<file path="src/rtl/scanline_buf.sv">
// scanline_buf: double-banked 256 x 6 line buffer between a PPU writer and a
// VGA reader. The PPU fills one bank while the VGA shows the other, and the
// banks swap when the reader has shown the current line enough times and the
// writer has completed a full line.
//
// Configuration macro: SCANLINE_DOUBLE_EN
//   defined   -> each stored line is shown on two VGA rows (N = 2)
//   undefined -> each stored line is shown on one VGA row (N = 1)
module scanline_buf #(
  parameter int DATA_W = 6
) (
  input  logic              clk,
  input  logic              rst,
  input  logic              clk_en,
  input  logic              ppu_pix_en,
  input  logic [DATA_W-1:0] ppu_pix,
  output logic              wr_ready,
  input  logic [7:0]        vga_buf_idx,
  output logic [DATA_W-1:0] vga_buf_out,
  input  logic              vga_row_end,
  output logic              overflow,
  output logic              underrun,
  input  logic              status_clr
);

`ifdef SCANLINE_DOUBLE_EN
  localparam int REP_N = 2;
`else
  localparam int REP_N = 1;
`endif

  localparam logic [0:0]        REP_LAST = 1'(REP_N - 1);
  localparam logic [DATA_W-1:0] BLACK    = DATA_W'(8'h0F);

  typedef enum logic {
    WR_FILL = 1'b0,
    WR_WAIT = 1'b1
  } wr_state_t;

  wr_state_t         state;
  wr_state_t         state_nxt;
  logic              wr_bank;
  logic [7:0]        wr_col;
  logic [0:0]        rd_rep;
  logic              rd_valid;
  logic [DATA_W-1:0] mem [0:511];

  logic wr_fire;
  logic pix_drop;
  logic line_done;
  logic row_tick;
  logic rel_ev;
  logic line_full;
  logic swap_ev;
  logic rpt_ev;

  // Event decode: everything is qualified by clk_en so a frozen cycle is inert
  always_comb begin
    wr_fire   = clk_en & ppu_pix_en & (state == WR_FILL);
    pix_drop  = clk_en & ppu_pix_en & (state == WR_WAIT);
    line_done = wr_fire & (wr_col == 8'hFF);
    row_tick  = clk_en & vga_row_end;
    rel_ev    = row_tick & (rd_rep == REP_LAST);
    // A line completed by this very cycle's write already counts as full
    line_full = (state == WR_WAIT) | line_done;
    swap_ev   = rel_ev & line_full;
    rpt_ev    = rel_ev & ~line_full;
  end

  // Write FSM state register
  always_ff @(posedge clk) begin
    if (rst) begin
      state <= WR_FILL;
    end else begin
      state <= state_nxt;
    end
  end

  // Write FSM next state: a swap reopens filling, a completed line waits
  always_comb begin
    state_nxt = state;
    if (swap_ev) begin
      state_nxt = WR_FILL;
    end else if (line_done) begin
      state_nxt = WR_WAIT;
    end
  end

  // Write FSM outputs
  always_comb begin
    wr_ready = (state == WR_FILL);
  end

  // Write column: advances per accepted pixel, wraps at 255, restarts on swap
  always_ff @(posedge clk) begin
    if (rst) begin
      wr_col <= 8'd0;
    end else if (swap_ev) begin
      wr_col <= 8'd0;
    end else if (wr_fire) begin
      wr_col <= wr_col + 8'd1;
    end
  end

  // Bank select and read-valid: flip together on each swap
  always_ff @(posedge clk) begin
    if (rst) begin
      wr_bank  <= 1'b0;
      rd_valid <= 1'b0;
    end else if (swap_ev) begin
      wr_bank  <= ~wr_bank;
      rd_valid <= 1'b1;
    end
  end

`ifdef SCANLINE_DOUBLE_EN
  // Row repeat counter: counts row ends until the line has been shown N times
  always_ff @(posedge clk) begin
    if (rst) begin
      rd_rep <= 1'b0;
    end else if (row_tick) begin
      rd_rep <= rel_ev ? 1'b0 : rd_rep + 1'b1;
    end
  end
`else
  // Single-row mode: every row end is a release
  assign rd_rep = 1'b0;
`endif

  // Sticky status flags: a set event in the same cycle beats status_clr
  always_ff @(posedge clk) begin
    if (rst) begin
      overflow <= 1'b0;
      underrun <= 1'b0;
    end else if (clk_en) begin
      overflow <= (overflow & ~status_clr) | pix_drop;
      underrun <= (underrun & ~status_clr) | rpt_ev;
    end
  end

  // Pixel storage write port: bank contents are never reset
  always_ff @(posedge clk) begin
    if (wr_fire && !rst) begin
      mem[{wr_bank, wr_col}] <= ppu_pix;
    end
  end

  // Read port: combinational, black until a full line has been swapped in
  assign vga_buf_out = rd_valid ? mem[{~wr_bank, vga_buf_idx}] : BLACK;

endmodule

</file>
<file path="config.mk">
export PLATFORM = sky130hd
export DESIGN_NAME = scanline_buf
export DESIGN_NICKNAME = d
export VERILOG_FILES = /design/src/rtl/scanline_buf.sv
export SDC_FILE = /design/constraint.sdc
export NUM_CORES = 2
export LEC_CHECK = 0
export BUFFER_PORTS_ARGS = -buffer_cell sky130_fd_sc_hd__buf_2
export CORE_ASPECT_RATIO = 0.6
export CORE_MARGIN = 2
export CORE_UTILIZATION = 59
export CTS_BUF_LIST = sky130_fd_sc_hd__clkbuf_4 sky130_fd_sc_hd__clkbuf_8 sky130_fd_sc_hd__clkbuf_16
export DETAILED_ROUTE_END_ITERATION = 6
export PLACE_DENSITY = 0.82
export SLEW_MARGIN = 0
export SYNTH_ARGS = -nofsm -noshare
export SYNTH_HDL_FRONTEND = slang
export SYNTH_SLANG_ARGS = --single-unit
</file>
<file path="constraint.sdc">
create_clock -name clk -period 3.5 [get_ports clk]
set_clock_uncertainty 0.05 [all_clocks]
set_input_delay 0.35 -clock clk [delete_from_list [all_inputs] [get_ports clk]]
set_output_delay 0.35 -clock clk [all_outputs]
set_load 0.005 [all_outputs]
</file>
# Word-level counts from Yosys, hierarchy flattened
# Memories as Yosys holds them, arrays and structs flattened.
# Index checks and enable logic that the tools add are counted.
# totals
register_bits,13
mem_bits_rw,3072
in_bits,20
output_inout_bits,9
wordCells,31
memories,1
# mem_list
name,words,width,read_ports,rd_clocked_by_memory_dff,wr,line,source
mem,512,6,1,0,1,46,logic [DATA_W-1:0] mem [0:511];
# classes
addsub,1
eq_ne,1
mux,3
bitwise,16
reduce_logical,3
# ops
cell,count
1-bit bitwise AND,9
"8-bit by 1-bit adder with 8-bit output, second input constant",1
"8-bit equality test, second input constant",1
6-bit 2-to-1 mux,1
1-bit inverter,4
1-bit OR,3
1-bit 2-to-1 mux,2
2-bit OR reduction,1
1-bit logical AND,1
1-bit logical NOT,1

# Logic depth before layout (Yosys ltp)
# logic_depth
word_depth,7
mapped_depth,13
depth_no_buf,8

# Worst setup path before layout
# No wires, ideal clock.
# synth_timing
path_kind,input port to output port
startpoint,input vga_buf_idx[0]
endpoint,output vga_buf_out[3]
t_arrival_ns,2.438
required_ns,3.100
path_slack_ns,0.662
path_stages,9
n_path_buf,3
path_cell_list,buf_6 > buf_6 > buf_2 > mux4_2 > mux4_2 > a211oi_1 > o21ai_0 > nand4_1 > nand4_1
# synth_via
elab_chain_cells,2
# synth_rtl
element,line,source
"start, declared",18,"input logic [7:0] vga_buf_idx,"
memory 512 x 6 bit,--,
6-bit 2-to-1 mux,149,"assign vga_buf_out = rd_valid ? mem[{~wr_bank, vga_buf_idx}] : BLACK;"
"end, declared",19,"output logic [DATA_W-1:0] vga_buf_out,"
# Every way passes these cells.

# Worst setup path in the final report
# layout_timing
startpoint,input vga_buf_idx[5]
endpoint,output vga_buf_out[3]
# Same word-level chain as after synthesis.

==> flow_metrics.py <==
metrics = {
    "cts": {
        "cts_max_path_buffers": 4,
        "cts_buffers": 244,
        "clock-sinks": 3085,
        "h-tree-depth": 4,
        "clkSlewWorstSetupHoldPaths_ns": 0.07,
        "cts_tree": "built",
        "root_buffer": "clkbuf_16",
        "clock_latency_ns": 0.91,
    },
    "pwr": {
        "power.density_mw_per_mm2": 535.6,
        "p_int_w": 0.05811,
        "peakVddDrop_v": 0.0005324,
        "p_sw_w": 0.01605,
        "p_seq_share_pct": 54.7,
        "p_clk_share_pct": 39.4,
        "p_total_w": 0.07416,
        "swShare_pct": 21.64,
        "pwr-share-comb_pct": 5.9,
        "leakagePower_nw": 44.24,
    },
    "sta": {
        "setup_ws_ns": -0.7306,
        "maxSlewViolCount": 0,
        "min_period_ns": 4.231,
        "tightest_slew_ns": 1.135,
        "slew_headroom_pct": 24.34,
        "rsz0062_at_grt": "true",
        "finalHoldViolations": 0,
        "max_freq_mhz": 236.4,
        "setup_viol": 6,
        "fin_crit_sh_pct": 120.9,
    },
    "floorplanning": {
        "die-height_um": 354.3,
        "coreArea_sq_mm": 0.2031,
        "fp-row-count": 128,
        "initial_core_util_pct": 59.43,
        "die_x_um": 587.9,
        "die_area_sq_mm": 0.2083,
        "ios": 29,
    },
    "critical_path": {
        "timing.critical_path.to": "vga_buf_out[3]",
        "worstPathArrival_ns": 3.83,
        "start_kind": "input pin",
        "r2r_slack_ns": 0.02,
        "r2r_cells": 6,
        "reg2reg_from": "wr_bank",
        "cp.required_ns": 3.10,
        "r2r_end": "mem[224][0]",
        "path_class": "input pin to primary output",
        "crit_fanout": 13,
        "crit_start": "vga_buf_idx[5]",
        "cp-end-kind": "primary output",
    },
    "route": {
        "first_iter_violations": 14130,
        "drc": 0,
        "detail-route-antenna-nets": 0,
        "via_per_inst": 7.303,
        "wl_mm": 362.2,
        "vias": 69000,
        "drt-pass1-iter-count": 6,
        "wl_per_cell_um": 38.34,
    },
    "global_route": {
        "grt.total_usage_pct": 34.76,
        "grt_pass1_wl_mm": 511.7,
        "gr-total-overflow": 0,
        "grt_max_degree": 120,
        "antenna_found_initial": 25,
        "grt_pass1_vias": 67830,
    },
    "cells_and_area": {
        "final_nets": 6516,
        "ff_latch_area_sq_mm": 0.09251,
        "utilization_pct": 68.18,
        "syn2layout_area_growth_pct": 14.72,
        "multi_input_area_sq_mm": 0.02651,
        "drive_gt1_share_pct": 30.06,
        "final-instance-count-excl-fill": 9447,
        "n_fill_cell": 11380,
    },
    "min_path": {
        "holdCritStartpoint": "rst",
        "hold_path.class": "input pin to register",
    },
    "logic_synthesis": {
        "ys_seq_elements": 3085,
        "syn_nets": 5834,
        "synth_edf_count": 3072,
        "synthArstFlopShare_pct": 0,
        "ys_warn_count": 0,
        "ys_seq_area_share_pct": 76.65,
        "synth_top_area_cell": "edfxtp_1",
        "synthTopCellsByArea": "edfxtp_1 (76%), mux4_2 (13%), mux2i_1 (1.9%), nor2_1 (1.8%), a22oi_1 (0.53%)",
        "synth_cell_type_count": 68,
        "syn_area_sq_mm": 0.1207,
        "synth.most_common_cell": "edfxtp_1",
        "synth.avg_cell_area_sq_um": 20.77,
        "yosys-top-cells-count": "edfxtp_1 (3072), mux4_2 (702), nor2_1 (583)",
        "ys.flop_type": "edfxtp_1",
        "yosys.area.top_type_share_pct": 76.44,
        "synthCells": 5810,
    },
    "placed_design": {
        "gp_congestion": 0.9621,
        "dp_slack_ns": -0.8195,
        "hpwl_mm": 217.4,
        "io_buffers": 28,
        "dp_cells": 8963,
    },
    "run": {
        "cap_violations": 0,
    },
    "outcome": {
        "status": "finished, violations left",
        "violations": "setup timing",
    },
}
kinds of logic (layout without fill, tap and decap cells):
group	count (synthesis)	in the layout	synth area share, %
mux	967	967	15.61
other cells	0	26	0
fa+ha+maj	4	4	0.04147
simple gates	944	944	3.304
compound gates	422	422	2.480
xor+xnor	8	8	0.05806
buf+inv	380	1261	1.851
flops	3085	3085	76.65
per-stage QoR:
step | cell area, sq um | hold slack (ns) | setup TNS (ns)
floorplan | 120700 | 0.3724 | 0
global placement | 129600 | 0.4196 | -2.883
detailed placement | 129600 | 0.4339 | -3.045
CTS | 138300 | 0.2481 | -1.989
global route | 138400 | 0.2892 | -2.200
finish | 138500 | 0.2955 | -2.677
critical path, cell delays in order:
cell      delay [ns]
buf_2           0.66
buf_4           0.27
buf_4           0.25
nor2_1          0.17
buf_4           0.19
nand2_1         0.30
a211oi_1        0.11
a31oi_1         0.25
buf_4           0.19
nand4_1         0.39
nand4_1         0.47
buf_2           0.19
cell usage in the layout (no fill, tap or decap), types with 31 or more instances in the layout:
cell	n
a21oi_1	46
edfxtp_1	3072
buf_12	126
nand3_1	38
bufinv_16	35
clkbuf_4	41
mux2i_1	224
clkinv_2	54
buf_4	629
a211oi_1	38
nor3_1	31
a22oi_1	78
mux4_2	704
nor2_1	580
o22ai_1	55
clkbuf_16	249
o21ai_0	35
clkinv_1	51
nand2_1	144
state kept, by name (all words and copies together), names as in the netlist:
register / count
rd_valid: 1
underrun: 1
state: 1
mem: 3072
wr_bank: 1
wr_col: 8
overflow: 1
per-layer routing:
layer,GRT usage (%),routed length [um]
met1,47.05,117900
met2,49.84,158300
met3,15.40,67710
met4,14.18,18170
met5,0.1572,199
layout make-up:
| cell class | instances | area share [%] |
|---|---|---|
| diodes | 26 | 0.04699 |
| clock buffers | 290 | 4.723 |
| clock inverters | 155 | 1.187 |
| inverters | 11 | 0.03344 |
| multi-input cells | 2345 | 19.15 |
| flip-flops and latches | 3085 | 66.82 |
| well taps | 2730 | 2.467 |
| repair buffers | 805 | 5.577 |
worst min path at each step:
stage | end | slack, ns | cells past startpoint
after global routing | overflow | 0.29 | 3
after floorplan | overflow | 0.37 | 1
after detailed placement | overflow | 0.43 | 2
final | rd_valid | 0.30 | 3
after global placement | underrun | 0.42 | 2
after CTS | underrun | 0.25 | 3
timing repair:
item                                    CTS  global route
pin swaps                                27            10
hold endpoints to repair                110             0
gates resized for setup                  86            23
endpoints found under the setup margin    6             6
buffers inserted                          0             2
gates cloned                              0             0
hold buffers                             16             0
power groups by stage:
stage / clock network, W / registers, W / logic [W]
4_1_cts: 0.0290 / 0.0406 / 0.00415
6_report: 0.0292 / 0.0406 / 0.00436
2_1_floorplan: 0 / 0.0414 / 0.00186
5_1_grt: 0.0302 / 0.0406 / 0.00439
3_3_place_gp: 0 / 0.0414 / 0.00387
3_5_place_dp: 0 / 0.0414 / 0.00399
(Power assumes the default switching activity.)
